[src/rtl/bitlogic_pkg.sv]
// Shared constants for the bitwise-logic pipeline: op encoding and field widths.
package bitlogic_pkg;

  localparam int unsigned OP_W   = 3;
  localparam int unsigned FLAG_W = 3;

  localparam logic [OP_W-1:0] OP_AND   = 3'd0;
  localparam logic [OP_W-1:0] OP_OR    = 3'd1;
  localparam logic [OP_W-1:0] OP_XOR   = 3'd2;
  localparam logic [OP_W-1:0] OP_XNOR  = 3'd3;
  localparam logic [OP_W-1:0] OP_NAND  = 3'd4;
  localparam logic [OP_W-1:0] OP_NOR   = 3'd5;
  localparam logic [OP_W-1:0] OP_ANDN  = 3'd6;
  localparam logic [OP_W-1:0] OP_PASSX = 3'd7;

endpackage

[src/rtl/bitlogic_stage.sv]
// One pipeline register slice: valid bit plus data word, loaded on enable,
// cleared asynchronously. Data only captures when a valid beat is loaded.
module bitlogic_stage #(
  parameter int unsigned DW = 32
) (
  input  logic          clk,
  input  logic          rst_n,
  input  logic          load,
  input  logic          valid_d,
  input  logic [DW-1:0] data_d,
  output logic          valid_q,
  output logic [DW-1:0] data_q
);

  always_ff @(posedge clk or negedge rst_n) begin
    if (!rst_n) begin
      valid_q <= 1'b0;
      data_q  <= '0;
    end else if (load) begin
      valid_q <= valid_d;
      if (valid_d) begin
        data_q <= data_d;
      end
    end
  end

endmodule

[src/rtl/bitlogic_pipe.sv]
// Two-stage valid/ready pipeline applying a per-bit logic op to x and y.
// Define BITLOGIC_FLAGS_EN to compute {parity, all_ones, zero} flags into S2.
module bitlogic_pipe
  import bitlogic_pkg::*;
#(
  parameter int unsigned WIDTH    = 32,
  parameter int unsigned HOLD_OUT = 1
) (
  input  logic              clk,
  input  logic              rst_n,
  input  logic              in_valid,
  output logic              in_ready,
  input  logic [OP_W-1:0]   op,
  input  logic [WIDTH-1:0]  x,
  input  logic [WIDTH-1:0]  y,
  output logic              out_valid,
  input  logic              out_ready,
  output logic [WIDTH-1:0]  out,
  output logic [FLAG_W-1:0] flags
);

`ifdef BITLOGIC_FLAGS_EN
  localparam int unsigned S2_W = WIDTH + FLAG_W;
`else
  localparam int unsigned S2_W = WIDTH;
`endif

  logic [WIDTH-1:0] res_c;
  logic             s1_valid;
  logic [WIDTH-1:0] s1_data;
  logic             s2_valid;
  logic [S2_W-1:0]  s2_data;
  logic [S2_W-1:0]  s2_din_c;
  logic             s2_load;
  logic             s1_advance;
  logic             s1_load;

  // Per-bit operation; no carries between bit positions.
  always_comb begin
    res_c = '0;
    case (op)
      OP_AND:   res_c = x & y;
      OP_OR:    res_c = x | y;
      OP_XOR:   res_c = x ^ y;
      OP_XNOR:  res_c = ~(x ^ y);
      OP_NAND:  res_c = ~(x & y);
      OP_NOR:   res_c = ~(x | y);
      OP_ANDN:  res_c = x & ~y;
      OP_PASSX: res_c = x;
      default:  res_c = '0;
    endcase
  end

  // Handshake: in_ready is a function of stage state and out_ready only.
  assign s2_load    = !s2_valid || out_ready;
  assign s1_advance = s1_valid && s2_load;
  assign s1_load    = !s1_valid || s1_advance;
  assign in_ready   = rst_n && s1_load;

`ifdef BITLOGIC_FLAGS_EN
  assign s2_din_c = {^s1_data, &s1_data, ~|s1_data, s1_data};
`else
  assign s2_din_c = s1_data;
`endif

  bitlogic_stage #(.DW(WIDTH)) u_s1 (
    .clk     (clk),
    .rst_n   (rst_n),
    .load    (s1_load),
    .valid_d (in_valid),
    .data_d  (res_c),
    .valid_q (s1_valid),
    .data_q  (s1_data)
  );

  bitlogic_stage #(.DW(S2_W)) u_s2 (
    .clk     (clk),
    .rst_n   (rst_n),
    .load    (s2_load),
    .valid_d (s1_valid),
    .data_d  (s2_din_c),
    .valid_q (s2_valid),
    .data_q  (s2_data)
  );

  assign out_valid = s2_valid;

  // S2 only loads when empty or consumed, so out is stable under backpressure
  // in both modes; there is no bypass path for HOLD_OUT=0 to select.
  if (HOLD_OUT != 0) begin : g_hold
    assign out = s2_data[WIDTH-1:0];
  end else begin : g_nohold
    assign out = s2_data[WIDTH-1:0];
  end

`ifdef BITLOGIC_FLAGS_EN
  assign flags = s2_data[S2_W-1 -: FLAG_W];
`else
  assign flags = 3'b000;
`endif

endmodule

[config.mk]
export PLATFORM = sky130hd
export DESIGN_NAME = bitlogic_pipe
export DESIGN_NICKNAME = d
export VERILOG_FILES = /design/src/rtl/bitlogic_pkg.sv /design/src/rtl/bitlogic_stage.sv /design/src/rtl/bitlogic_pipe.sv
export SDC_FILE = /design/constraint.sdc
export NUM_CORES = 1
export LEC_CHECK = 0
export ABC_AREA = 1
export ABC_CLOCK_PERIOD_IN_PS = 1300
export BUFFER_PORTS_ARGS = -buffer_cell sky130_fd_sc_hd__buf_2
export CORE_ASPECT_RATIO = 2
export CORE_MARGIN = 2
export CORE_UTILIZATION = 30
export DETAILED_ROUTE_END_ITERATION = 12
export PLACE_DENSITY = 0.44
export SETUP_SLACK_MARGIN = 0.2
export SYNTH_ARGS = -nofsm -noshare
export SYNTH_HDL_FRONTEND = slang
export SYNTH_SLANG_ARGS = --single-unit
export TNS_END_PERCENT = 100
[constraint.sdc]
create_clock -name clk -period 1.3 [get_ports clk]
set_input_delay 0.13 -clock clk [delete_from_list [all_inputs] [get_ports clk]]
set_output_delay 0.13 -clock clk [all_outputs]
set_load 0.005 [all_outputs]
==> metrics.yaml <==
num_vias: 6756
cts_tree: "done"
post_drt_wl_per_cell_um: 16.63
p_sw_uw: 3022
layout-drive-gt1-share: 0.2355
crit_path_start_kind: "flop"
cp-end-kind: "flop"
grt_pass1_wl_um: 36110
rsz0062_at_grt: "yes"
syn_to_final_growth_pct: 29.59
vdd_drop_max_mv: 0.9831
cp.required_ps: 1540
dr.pass1.iters: 5
critPathTopFamily: "buffers and inverters"
fin_nets: 1266
tightest_slew_ps: 549.6
first_iter_violations: 267
route.detailed.drc: 0
antennaDiodeCount: 0
fin_worst_skew_ps: 8.940
internal-power_uw: 6489
die-area_um2: 24120
synth_largest_area_cell: "dfrtp_1"
place_area_um2: 7975
synth_area_leaders: "dfrtp_1 24%, ha_1 18%, nand2_1 16%"
place.gp.congestion: 0.7735
fp-row-count: 78
die_h_um: 217.6
outcome: "finished, final reports clean"
ys_seq_area_frac: 0.2412
worst-setup-path-type: "flop to flop"
cts_buffers: 9
place_inst: 1350
clk_pin_slew_ps: 60
power_density_nw_per_um2: 1072
grt_usage: 0.1886
ys_warn_count: 0
setup_violations: 0
worst-path-buf-inv: 3
core_area_um2: 22540
slew_headroom: 0.6336
p_comb_frac: 0.355
syn_area_um2: 6847
cts_root_buf: "clkbuf_16"
synth_cells: 994
synth_seq_cells: 66
grt_overflow_total: 0
fin_crit_sh: 0.9875
grt_max_degree: 58
p_leak_uw: 0.005198
critPathSlowestCell: "dfrtp_1"
hold_viol_final: 0
arrival_ps: 1520
start_util: 0.3037
clkPwrFrac: 0.325
drv_cap: 0
die_x_um: 110.8
insertion_delay_ps: 350
top_level_ports: 108
final_cell_area_um2: 8872
max_stage_delay_ps: 400
yosysTopAreaCellShare: 0.2412
cp_max_fo: 7
power_switching_share: 0.3177
synthDistinctLibCells: 20
port_buffers: 104
postRouteAntennaNets: 0
clockBufferDepth: 2
clock.fmax_mhz: 779.0
post-dp-hpwl_um: 15300
viasPerCell: 4.882
routed_wl_um: 23020
slew_violations: 0
path_cells: "nand3_2 > buf_6 > nand2_8 > buf_12 > clkbuf_16 > nand2_2 > nand2_1"
layoutNonFillerInstCount: 1384
grt_antenna_before_repair: 0
grt_pass1_vias: 6693
hold_class: "input pin to flop"
seqPwrFrac: 0.320
clkSinkCount: 66
postSynthAreaPerCell_um2: 6.888
htreeDepth: 3
power_uw: 9511
min_period_ps: 1284
[sequential cells by signal (all words and copies together) (netlist names)]
signal,count
u_s1.data_q,32
u_s2.data_q,32
u_s1.valid_q,1
u_s2.valid_q,1
[power by group through the flow]
stage / registers [uW] / clock network, uW / logic (uW)
5_1_grt: 3120 / 3260 / 3740
6_report: 3050 / 3090 / 3370
3_5_place_dp: 3050 / 0 / 2990
2_1_floorplan: 2970 / 0 / 1840
3_3_place_gp: 3050 / 0 / 2960
4_1_cts: 3020 / 3170 / 3250
[worst reg2reg max path: stages (launching register included)]
cell and delay, ps:
dfrtp_1 400, nand3_2 110, buf_6 140, nand2_8 90, buf_12 160, clkbuf_16 180, nand2_2 60, nand2_1 40
[path summary, 6_finish.rpt]
| path | startpoint | endpoint | slack, ps | cells after the start |
|---|---|---|---|---|
| setup / recovery | u_s1.valid_q | u_s1.data_q[28] | 20 | 7 |
| hold / removal | x[5] | u_s1.data_q[5] | 260 | 7 |
| setup reg to reg | u_s1.valid_q | u_s1.data_q[28] | 20 | 7 |
| hold reg to reg | u_s1.data_q[15] | u_s1.data_q[15] | 480 | 2 |
| max in group asynchronous | rst_n | u_s1.data_q[5] | 390 | 3 |
| min in group asynchronous | rst_n | u_s2.data_q[31] | 510 | 3 |
[per-stage QoR]
stage | worst slack (ps) | setup TNS (ps) | util | hold WS, ps
2_1_floorplan | 140.7 | 0 | - | -165.6
3_3_place_gp | -75.68 | -591.2 | 0.3538 | 205.3
3_5_place_dp | -51.44 | -288.6 | 0.3538 | 204.4
4_1_cts | 0.7330 | 0 | 0.3823 | 222.1
5_1_grt | -33.75 | -176.0 | 0.3936 | 297.7
6_report | 16.23 | 0 | 0.3936 | 260.1
[per-layer routing]
metal  global-route usage  vias to the layer above  wire length (um)
met5                    0                        -                 0
met4              0.08042                        0               768
met3              0.02335                       41               725
met2               0.3374                      149             11640
met1               0.2262                     3140              9881
li1                     -                     3426                 -
[final cells by class]
type,instances,area [um2]
clock buffer,11,242.7
clock inverter,5,125.1
fill,2383,13670
inverter,136,510.5
multi-input combinational,720,4616
sequential,66,1652
tap,280,350.3
timing repair buffer,166,1376
[Yosys cell counts, drive strengths merged]
library cell / number
nand2: 291
inv: 136
nand4: 126
ha: 96
nor2: 81
dfrtp: 66
buf: 59
mux2: 32
nand3: 30
a21oi: 28
nand3b: 26
clkbuf: 16
o21ai: 6
conb: 1
[layout by cell type (no fill, tap or decap), drive strengths merged]
master / count
dfrtp: 66
nand3b: 26
a21oi: 28
mux2: 32
nand2: 292
ha: 96
o21ai: 6
inv: 136
clkbuf: 13
bufinv: 4
nor2: 81
conb: 3
nand3: 30
dlygate4sd3: 1
nand4: 126
clkinv: 1
buf: 163
[cell families (layout without fill, tap and decap cells)]
kind of cell,count (synthesis),count (layout),synth area share
and+or+nand+nor,554,555,0.3721
buffers and inverters,211,318,0.1332
adders and majority gates,96,96,0.1754
DFF,66,66,0.2412
AOI/OAI and AO/OA,34,34,0.02485
muxes,32,32,0.05263
other,1,3,0.0005477
[timing repair]
action | 4_1_cts | 5_1_grt
setup endpoints to repair | 65 | 66
gates cloned | 5 | 3
gates resized for setup | 18 | 54
endpoints found under the hold margin | 66 | 0
hold buffers | 1 | 0
pin swaps | 2 | 20
setup buffers | 7 | 2
Power figures use the tool's default switching activity.
